<file path="config.mk">
export PLATFORM = sky130hd
export DESIGN_NAME = avalon_verin_ram_arbiter
export DESIGN_NICKNAME = d
export VERILOG_FILES = /design/src/rtl/avalon_verin_ram_arbiter.sv
export SDC_FILE = /design/constraint.sdc
export NUM_CORES = 1
export LEC_CHECK = 0
export ABC_AREA = 1
export CAP_MARGIN = 25
export CORE_ASPECT_RATIO = 2
export CORE_MARGIN = 4
export CORE_UTILIZATION = 41
export CTS_BUF_LIST = sky130_fd_sc_hd__clkbuf_8
export DETAILED_ROUTE_END_ITERATION = 8
export PLACE_DENSITY = 0.88
export SLEW_MARGIN = 20
export SYNTH_ARGS = -nofsm -noshare
export SYNTH_HDL_FRONTEND = slang
export SYNTH_SLANG_ARGS = --single-unit
</file>
<file path="constraint.sdc">
create_clock -name clk -period 5.08 [get_ports clk]
set_input_delay 1.524 -clock clk [delete_from_list [all_inputs] [get_ports clk]]
set_output_delay 1.524 -clock clk [all_outputs]
set_load 0.01 [all_outputs]
</file>
<file path="src/rtl/avalon_verin_ram_arbiter.sv">
`default_nettype none
// ============================================================================
// Module      : avalon_verin_ram_arbiter
// Description : Two-master round-robin Avalon-MM arbiter in front of the
//               verin single-port on-chip RAM. Fixed 1-cycle read latency,
//               out-of-range and read+write protocol errors flagged per master.
// Revision    : 1.0 - initial release
// ============================================================================
module avalon_verin_ram_arbiter #(
    parameter int ADDR_W = 13,
    parameter int DATA_W = 32,
    parameter int DEPTH  = 5120
) (
    input  logic                clk,
    input  logic                reset,
    // master 0 (Nios data master)
    input  logic [ADDR_W-1:0]   m0_address,
    input  logic [DATA_W/8-1:0] m0_byteenable,
    input  logic                m0_read,
    input  logic                m0_write,
    input  logic [DATA_W-1:0]   m0_writedata,
    output logic                m0_waitrequest,
    output logic [DATA_W-1:0]   m0_readdata,
    output logic                m0_readdatavalid,
    output logic                m0_err,
    // master 1 (verin sample logger)
    input  logic [ADDR_W-1:0]   m1_address,
    input  logic [DATA_W/8-1:0] m1_byteenable,
    input  logic                m1_read,
    input  logic                m1_write,
    input  logic [DATA_W-1:0]   m1_writedata,
    output logic                m1_waitrequest,
    output logic [DATA_W-1:0]   m1_readdata,
    output logic                m1_readdatavalid,
    output logic                m1_err,
    // error flag clear, applies to both masters
    input  logic                err_clear,
    // RAM side
    output logic [ADDR_W-1:0]   ram_address,
    output logic [DATA_W/8-1:0] ram_byteenable,
    output logic                ram_chipselect,
    output logic                ram_write,
    output logic [DATA_W-1:0]   ram_writedata,
    input  logic [DATA_W-1:0]   ram_readdata
);

    localparam logic [ADDR_W:0] c_depth = DEPTH[ADDR_W:0];

    logic                w_req0;
    logic                w_req1;
    logic                w_gnt0;
    logic                w_gnt1;
    logic                w_any_gnt;
    logic                w_rd;
    logic                w_wr;
    logic                w_in_range;
    logic                w_set_err0;
    logic                w_set_err1;
    logic                w_rdv0;
    logic                w_rdv1;
    logic [DATA_W-1:0]   w_resp_data;

    logic                r_last_grant;
    logic                r_tag_valid;
    logic                r_tag_id;
    logic                r_tag_oor;
    logic [DATA_W-1:0]   r_hold0;
    logic [DATA_W-1:0]   r_hold1;
    logic                r_err0;
    logic                r_err1;

    // Round-robin grant; nothing is accepted while reset is asserted
    always_comb begin
        w_req0    = m0_read | m0_write;
        w_req1    = m1_read | m1_write;
        w_gnt0    = ~reset & w_req0 & (~w_req1 | r_last_grant);
        w_gnt1    = ~reset & w_req1 & (~w_req0 | ~r_last_grant);
        w_any_gnt = w_gnt0 | w_gnt1;
    end

    // RAM-side mux: winner's request, master 0 inputs when idle
    always_comb begin
        ram_address    = w_gnt1 ? m1_address    : m0_address;
        ram_byteenable = w_gnt1 ? m1_byteenable : m0_byteenable;
        ram_writedata  = w_gnt1 ? m1_writedata  : m0_writedata;
        w_rd           = w_gnt1 ? m1_read       : m0_read;
        w_wr           = w_gnt1 ? m1_write      : m0_write;
        w_in_range     = {1'b0, ram_address} < c_depth;
        ram_chipselect = w_any_gnt & w_in_range;
        ram_write      = w_any_gnt & w_in_range & w_wr;
        m0_waitrequest = w_req0 & ~w_gnt0;
        m1_waitrequest = w_req1 & ~w_gnt1;
        // out-of-range access or simultaneous read+write is an error
        w_set_err0     = w_gnt0 & (~w_in_range | (m0_read & m0_write));
        w_set_err1     = w_gnt1 & (~w_in_range | (m1_read & m1_write));
    end

    // Arbitration history and read tag (read dropped when write is also set)
    always_ff @(posedge clk) begin
        if (reset) begin
            r_last_grant <= 1'b1;
            r_tag_valid  <= 1'b0;
            r_tag_id     <= 1'b0;
            r_tag_oor    <= 1'b0;
        end else begin
            if (w_any_gnt) begin
                r_last_grant <= w_gnt1;
            end
            r_tag_valid <= w_any_gnt & w_rd & ~w_wr;
            r_tag_id    <= w_gnt1;
            r_tag_oor   <= ~w_in_range;
        end
    end

    // Response steering: live RAM data on the valid pulse, held value otherwise
    always_comb begin
        w_rdv0           = ~reset & r_tag_valid & ~r_tag_id;
        w_rdv1           = ~reset & r_tag_valid &  r_tag_id;
        w_resp_data      = r_tag_oor ? '0 : ram_readdata;
        m0_readdatavalid = w_rdv0;
        m1_readdatavalid = w_rdv1;
        m0_readdata      = w_rdv0 ? w_resp_data : r_hold0;
        m1_readdata      = w_rdv1 ? w_resp_data : r_hold1;
        m0_err           = r_err0;
        m1_err           = r_err1;
    end

    // Capture returned data so each master's readdata holds between pulses
    always_ff @(posedge clk) begin
        if (reset) begin
            r_hold0 <= '0;
            r_hold1 <= '0;
        end else begin
            if (w_rdv0) begin
                r_hold0 <= w_resp_data;
            end
            if (w_rdv1) begin
                r_hold1 <= w_resp_data;
            end
        end
    end

    // Sticky error flags; clear wins over a same-cycle set
    always_ff @(posedge clk) begin
        if (reset) begin
            r_err0 <= 1'b0;
            r_err1 <= 1'b0;
        end else if (err_clear) begin
            r_err0 <= 1'b0;
            r_err1 <= 1'b0;
        end else begin
            if (w_set_err0) begin
                r_err0 <= 1'b1;
            end
            if (w_set_err1) begin
                r_err1 <= 1'b1;
            end
        end
    end

endmodule
`default_nettype wire

</file>
After elaboration in Yosys (flattened, before gate mapping)
Index checks and enable logic that the tools add are counted.
{ "op_classes": {"mux": 8, "reduce_logical": 1, "n_lt_le_gt_ge": 1, "bitwise_logic": 33} }
{ "op_table": {"columns": ["cell", "count"], "rows": [
  ["32-bit 2-to-1 mux", 4],
  ["1-bit AND", 17],
  ["13-bit less-than comparator (second input constant)", 1],
  ["13-bit 2-to-1 mux", 1],
  ["1-bit NOT", 9],
  ["1-bit OR", 7],
  ["4-bit 2-to-1 mux", 1],
  ["1-bit 2-to-1 mux", 2],
  ["2-bit OR reduction", 1]
]} }
{ "word_totals": {"reg_bits": 70, "in_bits": 137, "output_inout_bits": 121, "elab_cells": 51} }

Depth between registers and ports, before layout
Gate-level depths: netlist of the first run.
{ "depth": {"word_depth": 9, "depth_mapped": 10, "depth_no_buf": 10} }

Least setup slack after synthesis of the first run
Ideal clock, no wire load.
{ "synth_timing": {"path_type": "input to output", "startpoint": "input port m1_write", "endpoint": "output port ram_write", "n_path_buf": 0, "setup_slack_ps": 1112, "t_required_ps": 3556, "cell_stages": 9, "arrival_ps": 2444, "cell_sequence": "nor2_1 -> nor2_2 -> nand2_4 -> inv_4 -> nand2_1 -> nand2_2 -> nand2_2 -> inv_1 -> nor3_1"} }
{ "synth_between": {"elab_chain_cells": 7, "elab_cells_between_ends": 12, "cone_classes": "order compare: 1; mux: 2; bitwise: 9"} }
{ "synth_lines": {"columns": ["element", "line", "text"], "rows": [
  ["start, declared", "30", "input logic m1_write,"],
  ["1-bit OR", "75", "w_req1 = m1_read | m1_write;"],
  ["1-bit AND (2 in series)", "77", "w_gnt1 = ~reset & w_req1 & (~w_req0 | ~r_last_grant);"],
  ["13-bit 2-to-1 mux", "83", "ram_address = w_gnt1 ? m1_address : m0_address;"],
  ["net ram_address[12]", "39", "output logic [ADDR_W-1:0] ram_address,"],
  ["13-bit less-than comparator", "88", "w_in_range = {1'b0, ram_address} < c_depth;"],
  ["1-bit AND (2 in series)", "90", "ram_write = w_any_gnt & w_in_range & w_wr;"],
  ["end, declared", "42", "output logic ram_write,"]
]} }
The timed path passes the listed nets, and every way through them passes these cells.

Worst setup path after layout of the first run
{ "layout_timing": {"startpoint": "input port m0_write", "endpoint": "output port ram_write"} }
{ "layout_between": {"elab_chain_cells": 8, "elab_cells_between_ends": 12, "cone_classes": "order compare: 1; mux: 2; bitwise: 9"} }
{ "layout_lines": {"columns": ["element", "line", "text"], "rows": [
  ["start, declared", "20", "input logic m0_write,"],
  ["1-bit OR", "74", "w_req0 = m0_read | m0_write;"],
  ["1-bit NOT", "77", null],
  ["1-bit OR", "77", null],
  ["1-bit AND", "77", null],
  ["13-bit 2-to-1 mux", "83", null],
  ["13-bit less-than comparator", "88", null],
  ["1-bit AND", "90", null],
  ["1-bit AND (*)", "90", null]
]} }
Mark *: on every way between the ends. The rest lies on a longest branch, timed or not.

==> results of run 1 <==
[area by class of cell]
cell class / count / area (sq um)
fillers: 766 / 2660
clock buffers: 9 / 124
flip-flops and latches: 70 / 1400
inverters: 82 / 310
repair buffers: 276 / 2760
clock inverters: 7 / 161
well taps: 132 / 165
multi-input cells: 405 / 2180
[power by group through the flow]
stage          clock network (mW)  registers [mW]  logic (mW)
4_1_cts                     0.647           0.572       0.507
2_1_floorplan                   0           0.582       0.208
5_1_grt                     0.672           0.573       0.543
3_5_place_dp                    0           0.584       0.505
3_3_place_gp                    0           0.583       0.495
6_report                    0.634           0.572       0.506
[Yosys cell counts]
cell type	number	share of area, %
sky130_fd_sc_hd__nand2_1	189	17
sky130_fd_sc_hd__inv_1	79	7.2
sky130_fd_sc_hd__dfxtp_1	70	34
sky130_fd_sc_hd__a21oi_1	65	7.9
sky130_fd_sc_hd__a211oi_1	38	6.9
sky130_fd_sc_hd__or2_0	33	5.0
sky130_fd_sc_hd__or2_2	31	4.7
sky130_fd_sc_hd__a211oi_2	26	7.9
sky130_fd_sc_hd__buf_2	21	2.6
sky130_fd_sc_hd__clkbuf_1	10	0.91
sky130_fd_sc_hd__nor2_1	8	0.73
sky130_fd_sc_hd__buf_4	5	0.91
sky130_fd_sc_hd__buf_6	4	1.1
sky130_fd_sc_hd__nand3_1	3	0.36
sky130_fd_sc_hd__inv_2	2	0.18
sky130_fd_sc_hd__nand2_2	2	0.30
sky130_fd_sc_hd__o21ai_0	2	0.24
sky130_fd_sc_hd__inv_4	1	0.15
sky130_fd_sc_hd__nand2_4	1	0.27
sky130_fd_sc_hd__nand3b_1	1	0.18
sky130_fd_sc_hd__nor2_2	1	0.15
sky130_fd_sc_hd__nor2_4	1	0.27
sky130_fd_sc_hd__nor3_1	1	0.12
sky130_fd_sc_hd__o21a_1	1	0.18
sky130_fd_sc_hd__o21ai_2	1	0.21
sky130_fd_sc_hd__o21bai_1	1	0.18
[worst paths after layout]
check	depth (start not counted)	start	endpoint
worst max-delay path	8	m0_write	ram_write
worst min-delay path	2	m0_err	m0_err
worst max register to register	6	r_tag_valid	r_hold0[28]
worst min register to register	2	m0_err	m0_err
[logic make-up after synthesis]
kind of cell	count (synthesis)	share of synthesized area, %
AOI/OAI and AO/OA	134	23.6
and+or+nand+nor	271	29.4
DFF	70	34.1
buffers and inverters	122	13.0
[sequential cells by signal (all words and copies together), names as in the netlist]
signal and cells:
r_hold0 32, r_hold1 32, m0_err 1, m1_err 1, r_last_grant 1, r_tag_id 1, r_tag_oor 1, r_tag_valid 1
[layer usage]
metal  vias up  wire length (microns)
li1       2385                      -
met1      2189                   5700
met2       245                   8000
met3        49                   1060
met4         0                    848
met5         -                      0
[worst register-to-register path: cells and delay by family (launching register included)]
kind / cells / cell delay (ns)
AO/OA/AOI/OAI: 1 / 0.18
buffers and inverters: 2 / 0.33
flip-flops: 1 / 0.34
AND/OR/NAND/NOR: 3 / 0.53
[metrics by stage]
stage / cell area [sq um] / instances / worst slack, ns
after global routing: 7100 / 981 / 0.0174
after floorplan: 4120 / 597 / 1.11
after CTS: 7100 / 981 / 0.0578
after global placement: 6820 / 965 / 0.120
after detailed placement: 6820 / 965 / 0.0553
final: 7100 / 981 / 0.107
[repair_timing]
action / CTS / global route
buffers inserted: 0 / 0
setup endpoints to repair: 0 / 12
gates resized for setup: 0 / 1
==> impl_summary.md, run 1 <==
Run status
The run finished with clean final reports.

Floorplanning
The die outline area is 11,800 sq um. The floorplan step set the die height to approximately 150 microns. The initial utilization of the core area, before any placement, comes to 42.2%. The number of top-level pins is roughly 260. The total area inside the core boundary comes to 9760 sq um. The die boundary width is about 79 microns.

The floorplan has 51 rows.

Synthesis
The number of cells produced by synthesis is 597. Yosys mapped the design onto 26 distinct sky130hd cell types. The number of nets in the synthesized netlist is 734. Averaged over all synthesized cells, the footprint is 6.89 sq um. The synthesis warning total is 0.

The post-synthesis register bit count is 70. The share of synthesized area occupied by flip-flops and latches is between 30% and 40%. The cell area after synthesis is 4120 sq um.

Route
Summed over all layers, the routed wires come to 15.6 mm. Summing over every cut layer, the via total after detailed routing is 4,868. The first TritonRoute pass finished after 4 iterations. The average via count per standard cell is 4.96. In this run the remaining antenna-violating nets after routing total 0. The number of DRC violations after detailed routing is 0. The routed wirelength normalized by instance count is 15.9 microns. The number of DRC markers in iteration 0 is about 170.

GRT
The first global-routing pass estimated roughly 23 mm of wire. Global routing used 25.7% of the available tracks. The overall overflow remaining after global route is 0. The pin count of the biggest net entering global routing is 59. The via count of the first global-routing pass came to 4,871.

The met3 usage in global routing is 5.84%. The number of antenna violations at the first check in global routing is 0. For this run, global-route usage on met1 was measured as 25.9%.

The layer flagged by global routing as most heavily used is met2. In the global route stage, met2 resource usage came out at between 40% and 50%.

Clock network
The clock tree synthesis step divided the H-tree into 3 levels. The clock-pin slew of the registers on the worst-case setup and hold paths is 0.07 ns. In this run, post-CTS hold repair placed 0 buffers. The number of buffers inserted during clock tree synthesis is 9. Clock tree synthesis selected as its root buffer the cell sky130_fd_sc_hd__clkbuf_8. The number of clock sinks is 70.

The TritonCTS clock tree is built. The clock latency at the later pin of the worst-skew pair is 0.35 ns. The clock passes through at most 2 buffers.

Pwr
The proportion of power drawn by the clock network is 37.0%. The sum of internal, switching and leakage power is roughly 1.7 mW. Summed over all nets, the switching power comes to 0.452 mW.

The worst ir drop on vdd is 114 uV. Cell internal power was estimated by the tool at around 1.3 mW. The combinational group share of total power is 29.6%. The leakage dissipation is 3.08 nW. The switching share of power is 26.4%.

The power per standard cell area is approximately 240 nW/um^2. The share of total power dissipated in sequential elements is 33.4%.

Critical path
The required time reported for the critical path endpoint is 3.56 ns. The largest single stage delay on the critical path is 0.61 ns. The peak fanout along the critical path is 8. Data on the critical path arrives at its endpoint at between 3 and 4 ns. The library cell appearing most often on the critical path is sky130_fd_sc_hd__clkdlybuf4s50_1. The largest individual stage delay along the critical path comes from the cell sky130_fd_sc_hd__clkdlybuf4s50_1.

Walking the worst path, the cells encountered are clkdlybuf4s50_1, o21ai_2, nand2_4, buf_4, nand2_1, inv_1, nor3_1, clkdlybuf4s50_1. The critical path start-end classification is input port to output pin. In this run the register-to-register setup slack is 3.61 ns. The count of buffer and inverter cells on the critical path is 4.

STA classifies the critical path endpoint as an output pin. The type of origin of the critical path is an input port. The kind of cell adding the most delay to the critical path is buffers and inverters.

Timing
The actual transition at the worst max-transition pin is 0.721 ns. The highest clock frequency the design can meet is 201 MHz. The worst-case hold slack is roughly 0.45 ns. The number of hold violations in the final report was 0. Between clock sinks in the finished design, the worst skew comes to 0.00541 ns. The worst path needs 4.97 ns of the cycle, external delays included.

The count of final setup violators is 0. Setup repair after global routing left no endpoint under its margin. The sum of negative setup slack is 0 ns. The worst pin sits at a relative slew slack of 51.9%. The number of max-slew violations in the final report was 0. After layout, the worst path uses 97.9% of the clock period.

Placement
Detailed placement finished with a half-perimeter wire length of 12.6 mm. Routability-driven placement finished with a final weighted congestion of 0.885. In this run the tool buffered the top-level ports with around 260 buffer cells.

Final layout
In the layout the commonest cells are sky130_fd_sc_hd__clkdlybuf4s50_1 (256), sky130_fd_sc_hd__nand2_1 (189), sky130_fd_sc_hd__inv_1 (80). The antenna diode instance count is 0. The number of nets in the layout is 981. At the end of the flow the core is filled with cells to 72.8%.

Cells with a size suffix above 1 make up 11.9% of the layout. Leaving out fill and tap cells, the most frequent cell in the layout is sky130_fd_sc_hd__clkdlybuf4s50_1. Relative to the synthesized area, the layout overhead comes to 72.6%.

Min path
The tightest min-delay check is of the register to register type.

Job
The tool flagged a number of max-cap violations equal to 0.
(Power assumes the default switching activity.)
==> inputs of run 2 (changes only) <==
--- a/config.mk
+++ b/config.mk
@@ -13,6 +13,7 @@
 export CTS_BUF_LIST = sky130_fd_sc_hd__clkbuf_8
 export DETAILED_ROUTE_END_ITERATION = 8
 export PLACE_DENSITY = 0.88
+export REMOVE_ABC_BUFFERS = 1
 export SLEW_MARGIN = 20
 export SYNTH_ARGS = -nofsm -noshare
 export SYNTH_HDL_FRONTEND = slang
==> run 2 against run 1 <==
Setup slack worse by 0.014 ns. Via count is 3.1% lower. Clock skew is 0.0019 ns higher. Routed wire length is 6.9% lower. Clock power is 29% lower. First-iteration DRC count is 0.60% lower. Non-clock buffer count is 8 lower. Design area is 1.8% lower. Worst hold slack better by 0.0013 ns. Sequential share of layout area is 0.36 points higher. Sequential cell count stayed put. Fmax is 0.28% lower.
==> impl_summary.md, run 2 (synthesis gave the netlist of run 1 again) <==
Timing
The sum of negative setup slack is 0 ns. The clock skew is between 0.007 and 0.008 ns. The setup slack of the critical path after layout is 0.0933 ns. After layout, the worst path uses 98.2% of the clock period. At the pin with the least slew margin, the transition time is 0.826 ns. Based on the critical path, the design can be clocked at up to 201 MHz.

Setup violations remaining at the end of the flow were counted as 0. The number of max-slew violations in the final report is 0. The normalized max-slew margin is between 40% and 50%.

Setup repair after global routing left no endpoint under its margin. The number of hold violations in the final report came to 0. The worst path in the final design needs a cycle of 4.99 ns, including I/O delays and setup.

Route
The first detailed-routing pass ran for 4 iterations. The number of DRC markers in iteration 0 is 166. The average via count per standard cell is between 4 and 5. The routed wirelength normalized by instance count is ~15 microns. For this block, the routed nets add up to 14.5 mm of wire. The via count is approximately 4,700. The number of DRC violations after detailed routing is 0. Once detail routing completed, the nets flagged for antenna violations numbered 0.

Placement
Port buffering added 257 buffers. The HPWL after detailed placement is approximately 12 mm. The final weighted congestion in routability-driven placement is between 0.9 and 1.

The minimum setup slack after placement is 0.0802 ns.

Min path
The depth of the worst hold-timing path is 2. The path class of the tightest hold or removal check is register to register.

Floorplanning
The die covers 11,800 sq um. The die is 78.8 microns wide. The initialized floorplan defines between 50 and 60 standard-cell rows. For this configuration, the core starts out at a cell density of 42.2%. The vertical extent of the die is 150 microns. During I/O placement, the number of pins put on the boundary was 258. The region available for standard cell placement spans roughly 10000 sq um.

Final layout
The utilization of the core after routing is 71.5%. The filler cells instantiated in the layout total slightly below 800. The library cells used most frequently in the layout, excluding fill and tap cells, are sky130_fd_sc_hd__clkdlybuf4s50_1 (255), sky130_fd_sc_hd__nand2_1 (189), sky130_fd_sc_hd__inv_1 (80). Leaving out fill and tap cells, the most frequent cell in the layout is sky130_fd_sc_hd__clkdlybuf4s50_1. The number of nets in the layout is 973. The layout overhead on the synthesized area is 69.5%. The largest registers in the layout are r_hold0: 32 flops, r_hold1: 32 flops. The fraction of final layout cells with drive strength greater than 1 is 11.2%. In the final layout, flip-flops and latches occupy 1400 sq um. Summing all multi-input logic gate instances after layout gives 2190 sq um.

Critical path
In this run the worst path has a maximum fanout of 20. The delay of the slowest critical-path stage is 0.55 ns. The critical path goes through clkdlybuf4s50_1, nor2_2, nor2_2, nand2_4, inv_4, buf_4, nand2_1, nand2_1, clkdlybuf4s50_1. The instance count on the critical path is 9. The count of buffer and inverter cells on the critical path is 4. The critical path in this run is classified as input port to output pin. The type of origin of the critical path is an input port. STA classifies the critical path endpoint as an output pin. The number of cells on the worst reg-to-reg path is 4. For the worst setup path, the data required time is around 3.6 ns. The kind of cell adding the most delay to the critical path is buffers and inverters. The worst-path cell with the longest stage delay is sky130_fd_sc_hd__clkdlybuf4s50_1. Data arrives at the worst endpoint at around 3.5 ns.

Clock network
At the later pin of the worst-skew pair, clock insertion delay measures 0.35 ns. TritonCTS built the clock tree. Post-CTS timing repair inserted 0 buffers for setup. The root cell of the clock tree is sky130_fd_sc_hd__clkbuf_8. The number of clock sinks is 70.

The quantity of hold-fixing buffers added after cts is 0. The number of buffers inserted during clock tree synthesis is 9. The clock-pin slew of the registers on the worst-case setup and hold paths is 0.07 ns. The number of gates resized after CTS is 0. The maximum buffer depth of the clock tree is 2. The deepest level of the CTS H-tree is 3.

Run status
The run finished with clean final reports.

GRT
The number of antenna violations at the first check in global routing is 0. For this run the aggregate overflow at the end of global routing stands at 0. Entering global routing, the biggest net connects 67 pins.

In the global route stage, overall resource usage came out at 24.3%. The first global-routing pass estimated 22.4 mm of wire. The via count of the first global-routing pass is roughly 4,700.

Pwr
The sum of internal, switching and leakage power is 1.52 mW. The leakage dissipation is 3.02 nW. VDD sags by at most approximately 110 uV. For this design the ratio of total power to cell area is 217 nW/um^2.

Job
The total of max-cap violations is 0.
run 2: through the flow:
stage	hold slack, ns	instances	area, sq um
global placement	0.440	957	6760
floorplan	0.451	557	3890
detailed placement	0.449	957	6760
finish	0.452	975	6980
CTS	0.458	973	6960
global route	0.474	973	6970
run 2: worst paths after layout:
check / startpoint / end / slack, ns
worst min-delay path: m0_err / m0_err / 0.45
worst min register to register: m0_err / m0_err / 0.45
worst max-delay path: m1_write / ram_address[2] / 0.09
worst max register to register: r_tag_oor / r_hold1[31] / 3.44
run 2: area by class of cell:
| cell class | count | area share, % |
|---|---|---|
| timing repair buffer | 268 | 38.8 |
| multi-input combinational | 405 | 31.4 |
| sequential | 70 | 20.1 |
| inverter | 82 | 4.45 |
| tap | 132 | 2.37 |
| clock buffer | 11 | 2.17 |
| clock inverter | 5 | 0.699 |
| antenna | 2 | 0.0717 |
run 2: where the power goes:
group | internal [mW] | switching [mW]
clock | 0.249 | 0.201
combinational | 0.267 | 0.228
sequential | 0.566 | 0.00526
run 2: routing by layer:
layer	GRT usage (%)	part of all wire [%]
met5	0	0
met2	44.0	51
met1	25.5	37
met4	10.4	3.5
met3	7.65	8.3
run 2: worst reg2reg max path, cell delays in order, from the launching register on:
cell,delay [ns]
sky130_fd_sc_hd__dfxtp_1,0.30
sky130_fd_sc_hd__inv_1,0.54
sky130_fd_sc_hd__buf_4,0.31
sky130_fd_sc_hd__nand2_1,0.13
sky130_fd_sc_hd__a211oi_1,0.27
